$ cat config.mk
export PLATFORM = sky130hd
export DESIGN_NAME = pea_sum_collector_flat
export DESIGN_NICKNAME = d
export VERILOG_FILES = /design/src/rtl/pea_sum_collector_if.sv /design/src/rtl/pea_sum_collector.sv /design/src/flat_wrapper.sv
export SDC_FILE = /design/constraint.sdc
export NUM_CORES = 2
export LEC_CHECK = 0
export BUFFER_PORTS_ARGS = -buffer_cell sky130_fd_sc_hd__buf_4
export CAP_MARGIN = 20
export CELL_PAD_IN_SITES_DETAIL_PLACEMENT = 0
export CELL_PAD_IN_SITES_GLOBAL_PLACEMENT = 2
export CORE_UTILIZATION = 45
export DETAILED_ROUTE_END_ITERATION = 7
export GPL_TIMING_DRIVEN = 0
export HOLD_SLACK_MARGIN = 0.05
export PLACE_DENSITY = 0.8
export SLEW_MARGIN = 15
export SYNTH_ARGS = -nofsm -noshare
export SYNTH_HDL_FRONTEND = slang
export SYNTH_SLANG_ARGS = --single-unit
$ cat constraint.sdc
create_clock -name clk -period 5.77 [get_ports clk]
set_input_delay 0.577 -clock clk [delete_from_list [all_inputs] [get_ports clk]]
set_output_delay 0.577 -clock clk [all_outputs]
set_load 0.005 [all_outputs]
$ cat src/rtl/pea_sum_collector_if.sv
// Sum-input and OFM-stream bundle between the PE array, the collector and write-back.
// slave = collector side; master = PE array / write-back side.
interface pea_sum_collector_if #(
    parameter int COL       = 8,
    parameter int OFM_WIDTH = 25,
    parameter int CHN_WIDTH = 10,
    parameter int TILE_LEN  = 8
);
    localparam int CW = (COL > 1) ? $clog2(COL) : 1;
    localparam int RW = (TILE_LEN > 1) ? $clog2(TILE_LEN) : 1;

    logic [COL*OFM_WIDTH-1:0]     sum;
    logic [COL-1:0]               sum_valid;
    logic                         stall_req;
    logic signed [OFM_WIDTH-1:0]  ofm_data;
    logic [CHN_WIDTH-1:0]         ofm_oc;
    logic [CW-1:0]                ofm_col;
    logic [RW-1:0]                ofm_row;
    logic                         ofm_last;
    logic                         ofm_valid;
    logic                         ofm_ready;

    modport slave (
        input  sum, sum_valid, ofm_ready,
        output stall_req, ofm_data, ofm_oc, ofm_col, ofm_row, ofm_last, ofm_valid
    );
    modport master (
        output sum, sum_valid, ofm_ready,
        input  stall_req, ofm_data, ofm_oc, ofm_col, ofm_row, ofm_last, ofm_valid
    );
endinterface

$ cat src/rtl/pea_sum_collector.sv
// Gathers per-column PE sums into per-lane FIFOs and drains them as one OFM
// stream in tile order (oc -> col -> row), with upstream stall and overflow flags.
module pea_sum_collector #(
    parameter int COL          = 8,
    parameter int OFM_WIDTH    = 25,
    parameter int TILE_LEN     = 8,
    parameter int DEPTH        = 16,
    parameter int CHN_WIDTH    = 10,
    parameter int TILE_WIDTH   = 12,
    parameter int AFULL_MARGIN = 2
) (
    input  logic                   clk,
    input  logic                   rstn,
    input  logic                   clr,
    input  logic                   start,
    input  logic [CHN_WIDTH-1:0]   cfg_co,
    input  logic [TILE_WIDTH-1:0]  cfg_tiles,
    pea_sum_collector_if.slave     s,
    output logic                   busy,
    output logic                   collect_done,
    output logic [COL-1:0]         ovf_err
);
    localparam int CW = (COL > 1) ? $clog2(COL) : 1;
    localparam int RW = (TILE_LEN > 1) ? $clog2(TILE_LEN) : 1;
    localparam int AW = $clog2(DEPTH);
    localparam logic [AW:0] FULL_CNT  = (AW+1)'(DEPTH);
    localparam logic [AW:0] AFULL_CNT = (AW+1)'(DEPTH - AFULL_MARGIN);

    typedef enum logic [1:0] {IDLE, DRAIN, FLUSH, DONE} state_t;

    logic [COL-1:0]                lane_empty, lane_afull_d, lane_rd;
    logic [COL-1:0][OFM_WIDTH-1:0] lane_rdata;

    // ---------------- per-lane FIFOs ----------------
    for (genvar i = 0; i < COL; i++) begin : g_lane
        logic [OFM_WIDTH-1:0] mem_q [DEPTH];
        logic [AW-1:0]        wptr_q, rptr_q;
        logic [AW:0]          cnt_q, cnt_d;
        logic                 full, do_wr, do_rd, ovf_q;

        assign full  = (cnt_q == FULL_CNT);
        assign do_rd = lane_rd[i] && (cnt_q != '0);
        // a pop on the same edge frees the slot, so a full FIFO still accepts
        assign do_wr = s.sum_valid[i] && (!full || do_rd);

        always_comb begin
            cnt_d = cnt_q;
            if (do_wr && !do_rd)      cnt_d = cnt_q + 1'b1;
            else if (!do_wr && do_rd) cnt_d = cnt_q - 1'b1;
        end

        assign lane_empty[i]   = (cnt_q == '0);
        assign lane_afull_d[i] = (cnt_d >= AFULL_CNT);
        assign lane_rdata[i]   = mem_q[rptr_q];
        assign ovf_err[i]      = ovf_q;

        always_ff @(posedge clk or negedge rstn) begin
            if (!rstn) begin
                wptr_q <= '0;
                rptr_q <= '0;
                cnt_q  <= '0;
                ovf_q  <= 1'b0;
            end else if (clr) begin
                wptr_q <= '0;
                rptr_q <= '0;
                cnt_q  <= '0;
                ovf_q  <= 1'b0;
            end else begin
                if (do_wr) wptr_q <= wptr_q + 1'b1;
                if (do_rd) rptr_q <= rptr_q + 1'b1;
                cnt_q <= cnt_d;
                if (s.sum_valid[i] && !do_wr) ovf_q <= 1'b1;
            end
        end

        always_ff @(posedge clk) begin
            if (do_wr && !clr) mem_q[wptr_q] <= s.sum[i*OFM_WIDTH +: OFM_WIDTH];
        end
    end

    // ---------------- drain sequencer + output register ----------------
    state_t                       state_q;
    logic [RW-1:0]                row_q, ofm_row_q;
    logic [CW-1:0]                col_q, ofm_col_q;
    logic [CHN_WIDTH-1:0]         oc_q, co_q, ofm_oc_q;
    logic [TILE_WIDTH-1:0]        tile_q, tiles_q;
    logic signed [OFM_WIDTH-1:0]  ofm_data_q;
    logic                         ofm_valid_q, ofm_last_q, done_q, stall_q;
    logic                         load, row_end, col_end, oc_end, tile_end, last_d;

    assign row_end  = (row_q == RW'(TILE_LEN - 1));
    assign col_end  = (col_q == CW'(COL - 1));
    assign oc_end   = (oc_q == co_q - 1'b1);
    assign tile_end = (tile_q == tiles_q - 1'b1);
    assign last_d   = row_end && col_end && oc_end;
    assign load     = (state_q == DRAIN) && (!ofm_valid_q || s.ofm_ready) && !lane_empty[col_q];

    always_comb begin
        lane_rd        = '0;
        lane_rd[col_q] = load;
    end

    always_ff @(posedge clk or negedge rstn) begin
        if (!rstn) begin
            state_q     <= IDLE;
            row_q       <= '0;
            col_q       <= '0;
            oc_q        <= '0;
            tile_q      <= '0;
            co_q        <= '0;
            tiles_q     <= '0;
            ofm_data_q  <= '0;
            ofm_oc_q    <= '0;
            ofm_col_q   <= '0;
            ofm_row_q   <= '0;
            ofm_last_q  <= 1'b0;
            ofm_valid_q <= 1'b0;
            done_q      <= 1'b0;
            stall_q     <= 1'b0;
        end else if (clr) begin
            state_q     <= IDLE;
            row_q       <= '0;
            col_q       <= '0;
            oc_q        <= '0;
            tile_q      <= '0;
            co_q        <= '0;
            tiles_q     <= '0;
            ofm_data_q  <= '0;
            ofm_oc_q    <= '0;
            ofm_col_q   <= '0;
            ofm_row_q   <= '0;
            ofm_last_q  <= 1'b0;
            ofm_valid_q <= 1'b0;
            done_q      <= 1'b0;
            stall_q     <= 1'b0;
        end else begin
            stall_q <= |lane_afull_d;
            done_q  <= 1'b0;
            case (state_q)
                IDLE: if (start) begin
                    co_q    <= (cfg_co == '0) ? CHN_WIDTH'(1) : cfg_co;
                    tiles_q <= (cfg_tiles == '0) ? TILE_WIDTH'(1) : cfg_tiles;
                    row_q   <= '0;
                    col_q   <= '0;
                    oc_q    <= '0;
                    tile_q  <= '0;
                    state_q <= DRAIN;
                end
                DRAIN: begin
                    if (load) begin
                        ofm_valid_q <= 1'b1;
                        ofm_data_q  <= lane_rdata[col_q];
                        ofm_oc_q    <= oc_q;
                        ofm_col_q   <= col_q;
                        ofm_row_q   <= row_q;
                        ofm_last_q  <= last_d;
                        if (row_end) begin
                            row_q <= '0;
                            if (col_end) begin
                                col_q <= '0;
                                if (oc_end) begin
                                    oc_q   <= '0;
                                    tile_q <= tile_q + 1'b1;
                                end else begin
                                    oc_q <= oc_q + 1'b1;
                                end
                            end else begin
                                col_q <= col_q + 1'b1;
                            end
                        end else begin
                            row_q <= row_q + 1'b1;
                        end
                        if (last_d && tile_end) state_q <= FLUSH;
                    end else if (s.ofm_ready) begin
                        ofm_valid_q <= 1'b0;
                    end
                end
                // final element is still held; done follows its handshake
                FLUSH: if (s.ofm_ready) begin
                    ofm_valid_q <= 1'b0;
                    state_q     <= DONE;
                end
                DONE: begin
                    done_q  <= 1'b1;
                    state_q <= IDLE;
                end
                default: state_q <= IDLE;
            endcase
        end
    end

    assign busy         = (state_q != IDLE);
    assign collect_done = done_q;
    assign s.stall_req  = stall_q;
    assign s.ofm_valid  = ofm_valid_q;
    assign s.ofm_data   = ofm_data_q;
    assign s.ofm_oc     = ofm_oc_q;
    assign s.ofm_col    = ofm_col_q;
    assign s.ofm_row    = ofm_row_q;
    assign s.ofm_last   = ofm_last_q;
endmodule
$ cat src/flat_wrapper.sv
// flat-port wrapper written by rule: the top's interface ports become plain ports
module pea_sum_collector_flat 
#(
    parameter int COL          = 8,
    parameter int OFM_WIDTH    = 25,
    parameter int TILE_LEN     = 8,
    parameter int DEPTH        = 16,
    parameter int CHN_WIDTH    = 10,
    parameter int TILE_WIDTH   = 12,
    parameter int AFULL_MARGIN = 2
)
  (clk, rstn, clr, start, cfg_co, cfg_tiles, busy, collect_done, ovf_err, s_sum, s_sum_valid, s_ofm_ready, s_stall_req, s_ofm_data, s_ofm_oc, s_ofm_col, s_ofm_row, s_ofm_last, s_ofm_valid);
  pea_sum_collector_if #(.COL(COL), .OFM_WIDTH(OFM_WIDTH), .CHN_WIDTH(CHN_WIDTH), .TILE_LEN(TILE_LEN)) s_i ();
  input  logic clk;
  input  logic rstn;
  input  logic clr;
  input  logic start;
  input  logic [CHN_WIDTH-1:0] cfg_co;
  input  logic [TILE_WIDTH-1:0] cfg_tiles;
  output logic busy;
  output logic collect_done;
  output logic [COL-1:0] ovf_err;
  input wire logic [$bits(s_i.sum)-1:0] s_sum;
  input wire logic [$bits(s_i.sum_valid)-1:0] s_sum_valid;
  input wire logic [$bits(s_i.ofm_ready)-1:0] s_ofm_ready;
  output wire logic [$bits(s_i.stall_req)-1:0] s_stall_req;
  output wire logic [$bits(s_i.ofm_data)-1:0] s_ofm_data;
  output wire logic [$bits(s_i.ofm_oc)-1:0] s_ofm_oc;
  output wire logic [$bits(s_i.ofm_col)-1:0] s_ofm_col;
  output wire logic [$bits(s_i.ofm_row)-1:0] s_ofm_row;
  output wire logic [$bits(s_i.ofm_last)-1:0] s_ofm_last;
  output wire logic [$bits(s_i.ofm_valid)-1:0] s_ofm_valid;
  assign s_i.sum = s_sum;
  assign s_i.sum_valid = s_sum_valid;
  assign s_i.ofm_ready = s_ofm_ready;
  assign s_stall_req = s_i.stall_req;
  assign s_ofm_data = s_i.ofm_data;
  assign s_ofm_oc = s_i.ofm_oc;
  assign s_ofm_col = s_i.ofm_col;
  assign s_ofm_row = s_i.ofm_row;
  assign s_ofm_last = s_i.ofm_last;
  assign s_ofm_valid = s_i.ofm_valid;
  pea_sum_collector #(.COL(COL), .OFM_WIDTH(OFM_WIDTH), .TILE_LEN(TILE_LEN), .DEPTH(DEPTH), .CHN_WIDTH(CHN_WIDTH), .TILE_WIDTH(TILE_WIDTH), .AFULL_MARGIN(AFULL_MARGIN)) u_core (.clk(clk), .rstn(rstn), .clr(clr), .start(start), .cfg_co(cfg_co), .cfg_tiles(cfg_tiles), .s(s_i), .busy(busy), .collect_done(collect_done), .ovf_err(ovf_err));
endmodule
==> results.md <==
- The slew at the pin closest to its max-slew limit is 1.21 ns.
- From synthesis to final layout, the design area changed by 18.9%.
- The floorplan step defined a die boundary enclosing 300000 sq um.
- The pin count of the biggest net entering global routing is 87.
- After layout, the worst path uses 83.9% of the clock period.
- The mapped netlist covers 134000 sq um.
- TritonCTS built the clock tree.
- In this run the worst path has a maximum fanout of 10.
- The core region area is roughly 290000 sq um.
- Synthesis produced a netlist with a net count of ~6.5k.
- The clock tree root driver cell is sky130_fd_sc_hd__clkbuf_16.
- The first global-routing pass estimated 508000 microns of wire.
- The largest single stage delay on the critical path is around 0.92 ns.
- The maximum level of the CTS H-tree is 5.
- The post-placement setup slack is 1.00 ns.
- Dividing the detail-routed wire length by the instance count gives 31.3 microns.
- The slowest stage of the critical path belongs to the cell sky130_fd_sc_hd__a22oi_1.
- The type of the most critical hold path is in -> reg.
- The endpoint identified for the worst register-to-register timing path is u_core.s.ofm_data[10].
- The final-report max-slew violation count came to 0.
- Routability-driven placement finished with a final weighted congestion of about 0.9.
- The sequential cell area fraction in the yosys report is 75.7%.
- The shortest clock period the worst path allows after layout is 4.84 ns.
- The initial cell density of the core is 45.4%.
- The critical path goes through clkbuf_1, buf_2, buf_1, mux4_2, mux4_2, a22oi_1, o21ai_0, o21ai_0, a21oi_1.
- The worst setup path is launched from a register.
- The setup check on the worst reg-to-reg path leaves a slack of 0.93 ns.
- The worst hold path terminates at u_core.row_q[1].
- The number of flops mapped to enable cells by yosys is 3200.
- The insertion delay to the later sink of the worst-skew pair is 0.93 ns.
- Measured on the finished design, the core utilization comes to 54.0%.
- For this run, design rule violations remaining after detail routing come to 0.
- The flow ran to the end, and the final reports show no timing, DRC or antenna violations.
- The global route total overflow is 0.
- STA puts the critical path data arrival time at 5.60 ns.
- In this run the tightest slew margin relative to its limit is 19.4%.
- The synthesized instance count is 6169.
- The total CTS buffers is approximately 350.
- In this run the vertical extent of the chip is 547 microns.
- The longest clock path from root to sink contains 4 buffers.
- The endpoint class of the critical path is a register.
- The number of flip-flops and latches in the synthesized netlist is 3409.
- Once detailed placement completed, the half-perimeter wirelength came to 241000 microns.
- The standard-cell row count is 199.
- Leaving out fill and tap cells, the most frequent cells in the layout are sky130_fd_sc_hd__edfxtp_1 (3200), sky130_fd_sc_hd__mux4_2 (1002), sky130_fd_sc_hd__clkbuf_16 (355), sky130_fd_sc_hd__buf_4 (318), sky130_fd_sc_hd__clkbuf_1 (255).
- The worst hold path begins at clr.
- In the routed layout, each cell is associated on average with a via count of 5.93.
- CTS saw 3409 sinks.
- The boundary pin count is a little under 300.
- The final layout contains routed wiring with a total length of between 300000 and 400000 microns.
- Once the clock tree was built, the setup fixing pass inserted 0 buffers.
- The average instance in the mapped netlist occupies 21.7 sq um.
- Setup repair after global routing left no endpoint under its margin.
- The distinct cell type count of the synthesized netlist is 87.
- The worst flop-to-flop path startpoint is u_core.g_lane[0].rptr_q[0].
- The number of global-route vias before repair is a little under 70k.
- The number of port buffers is around 290.
- The final setup violation count is 0.
- The most common library cell in the layout ignoring fill and taps is sky130_fd_sc_hd__edfxtp_1.
- The die is 547 microns wide.
- The setup path with the least slack is of type reg -> reg.
- The tool flagged a number of max-cap violations equal to 0.
- The highest ir drop seen on vdd is 0.000287 V.
- The cell depth of the worst flop-to-flop path is 9.
- In the final layout, the share of cells above drive strength 1 is 29.5%.
- The power density over cell area is 337 nW/um^2.
- The post-cts repair resize count is 0.
- The maximum operating frequency is 207 MHz.
- The number of antenna violations at the first check in global routing was roughly 80.
- At the worst endpoint, the required time is 6.53 ns.
- The count of nets after finishing is 7529.
- The remaining number of nets flagged by the antenna check after routing is 0.
- Summed over all cells, the static leakage comes to 0.0502 uW.
- Global routing consumed, over all layers together, 23.9% of the routing resources.
- In this run, the number of DRC markers left after iteration 0 of detailed routing was 7452.
- The top flip-flop cell by instance count after synthesis is sky130_fd_sc_hd__edfxtp_1.
- The worst hold path passes through 4 cells.
- The number of failing hold endpoints at the final stage is 0.
- The clock arrives with 0.0643 ns of skew.
- Detailed routing inserted a total of 68.0k vias.
- For this run, the number of Yosys warnings is 0.
- After clock tree synthesis, the clock-pin slew on the worst setup and hold paths is 0.06 ns.
- The number of hold buffers added after CTS was 229.
- Setup slack closes at 0.930 ns.
- The detailed-routing iteration count for the pre-antenna-repair pass is 5.
- The proportion of register bits with asynchronous set or reset after synthesis is 6.13%.
-- logic make-up after synthesis --
| kind of cell | after synthesis | synth area share (%) |
|---|---|---|
| adders and majority gates | 77 | 0.720 |
| and+or+nand+nor | 782 | 2.70 |
| xor gates and xnor gates | 109 | 0.713 |
| DFF | 3409 | 75.7 |
| muxes | 1046 | 17.2 |
| buffers and inverters | 389 | 1.20 |
| AOI/OAI and AO/OA | 357 | 1.74 |
-- metal layers --
metal  global-route usage [%]  vias to the layer above  part of all wire (%)
met5                        0                        -                  0.11
met4                     9.72                       64                   4.4
met3                     5.00                      680                   8.4
met2                     38.1                     2956                    48
met1                     32.3                    36300                    39
li1                         -                    27900                     -
-- critical path: cells and delay by family, from the launching register on --
family,cells,cell delay [ns]
buffers and inverters,3,1.29
muxes,2,1.14
DFF,1,0.36
AOI/OAI and AO/OA,4,1.88
-- worst max-delay path by stage --
stage / startpoint / to / slack, ns / cells after the start
3_5_place_dp: u_core.g_lane[0].rptr_q[0] / u_core.s.ofm_data[16] / 1.00 / 9
5_1_grt: u_core.state_q[1] / u_core.g_lane[0].mem_q[3][1] / 0.82 / 9
2_1_floorplan: u_core.g_lane[6].cnt_q[1] / u_core.g_lane[6].mem_q[0][0] / 1.42 / 7
3_3_place_gp: clr / u_core.g_lane[6].mem_q[2][17] / -3.03 / 5
4_1_cts: u_core.g_lane[0].rptr_q[0] / u_core.s.ofm_data[16] / 0.93 / 9
6_report: u_core.g_lane[0].rptr_q[0] / u_core.s.ofm_data[10] / 0.93 / 9
-- flip-flops by register name (all words and copies together), names as in the netlist --
signal                flops
u_core.g_lane.mem_q    3200
u_core.g_lane.cnt_q      40
u_core.g_lane.rptr_q     32
u_core.g_lane.wptr_q     32
u_core.s.ofm_data        25
u_core.tile_q            12
u_core.tiles_q           12
u_core.co_q              10
u_core.oc_q              10
u_core.s.ofm_oc          10
u_core.g_lane.ovf_q       8
u_core.col_q              3
u_core.row_q              3
u_core.s.ofm_col          3
u_core.s.ofm_row          3
u_core.state_q            2
u_core.collect_done       1
u_core.s.ofm_last         1
u_core.s.ofm_valid        1
u_core.s.stall_req        1
-- final cells by class --
| class | count | area [sq um] |
|---|---|---|
| fillers | 22100 | 136000 |
| flip-flops and latches | 3409 | 101000 |
| multi-input cells | 2371 | 31800 |
| clock buffers | 440 | 9260 |
| repair buffers | 694 | 8050 |
| well taps | 3919 | 4900 |
| clock inverters | 208 | 2110 |
| plain buffers | 326 | 1370 |
| inverters | 63 | 236 |
| diodes | 24 | 60.1 |
-- stage by stage --
step                      instances  hold WS [ns]  setup TNS [ns]  power (uW)  area (sq um)
after floorplan                6169         0.281               0       29800        134000
after global placement        10400         0.488        -1347.62       31400        141000
after detailed placement      10500         0.491               0       31600        145000
after CTS                     11400        0.0507               0       54000        159000
after global routing          11400        0.0947               0       55100        159000
final                         11500         0.127               0       53700        159000
-- synth_stat cells, types with 10 or more instances --
library cell                  n  area share (%)
sky130_fd_sc_hd__nor2b_1     13           0.061
sky130_fd_sc_hd__buf_2       66            0.25
sky130_fd_sc_hd__clkbuf_1   184            0.52
sky130_fd_sc_hd__inv_1       63            0.18
sky130_fd_sc_hd__a22o_1      28            0.18
sky130_fd_sc_hd__nand3_1     51            0.19
sky130_fd_sc_hd__mux2i_1     36            0.27
sky130_fd_sc_hd__nor2_1     294            0.82
sky130_fd_sc_hd__o211ai_1    10           0.056
sky130_fd_sc_hd__nand4_1     34            0.16
sky130_fd_sc_hd__edfxtp_1  3200              72
sky130_fd_sc_hd__or3_1       21           0.098
sky130_fd_sc_hd__a21oi_1     96            0.36
sky130_fd_sc_hd__nor3_1      23           0.086
sky130_fd_sc_hd__dfrtp_1    209             3.9
sky130_fd_sc_hd__nand2b_1    19           0.089
sky130_fd_sc_hd__nor4_1      19           0.089
sky130_fd_sc_hd__mux4_2    1002              17
sky130_fd_sc_hd__xnor2_1     56            0.37
sky130_fd_sc_hd__buf_1       64            0.18
sky130_fd_sc_hd__a31oi_1     17           0.079
sky130_fd_sc_hd__and3_1      21           0.098
sky130_fd_sc_hd__nand2_1    238            0.67
sky130_fd_sc_hd__ha_1        77            0.72
sky130_fd_sc_hd__a22oi_1     29            0.16
sky130_fd_sc_hd__xor2_1      53            0.35
sky130_fd_sc_hd__o21ai_0     92            0.34
-- power breakdown --
group | switching [uW] | leakage, uW | total, uW | internal [uW]
combinational | 2210 | 0.0129 | 3580 | 1370
clock | 9610 | 0.00554 | 22400 | 12800
sequential | 329 | 0.0317 | 27700 | 27400
total | 12100 | 0.0502 | 53700 | 41500
Power figures use the tool's default switching activity.
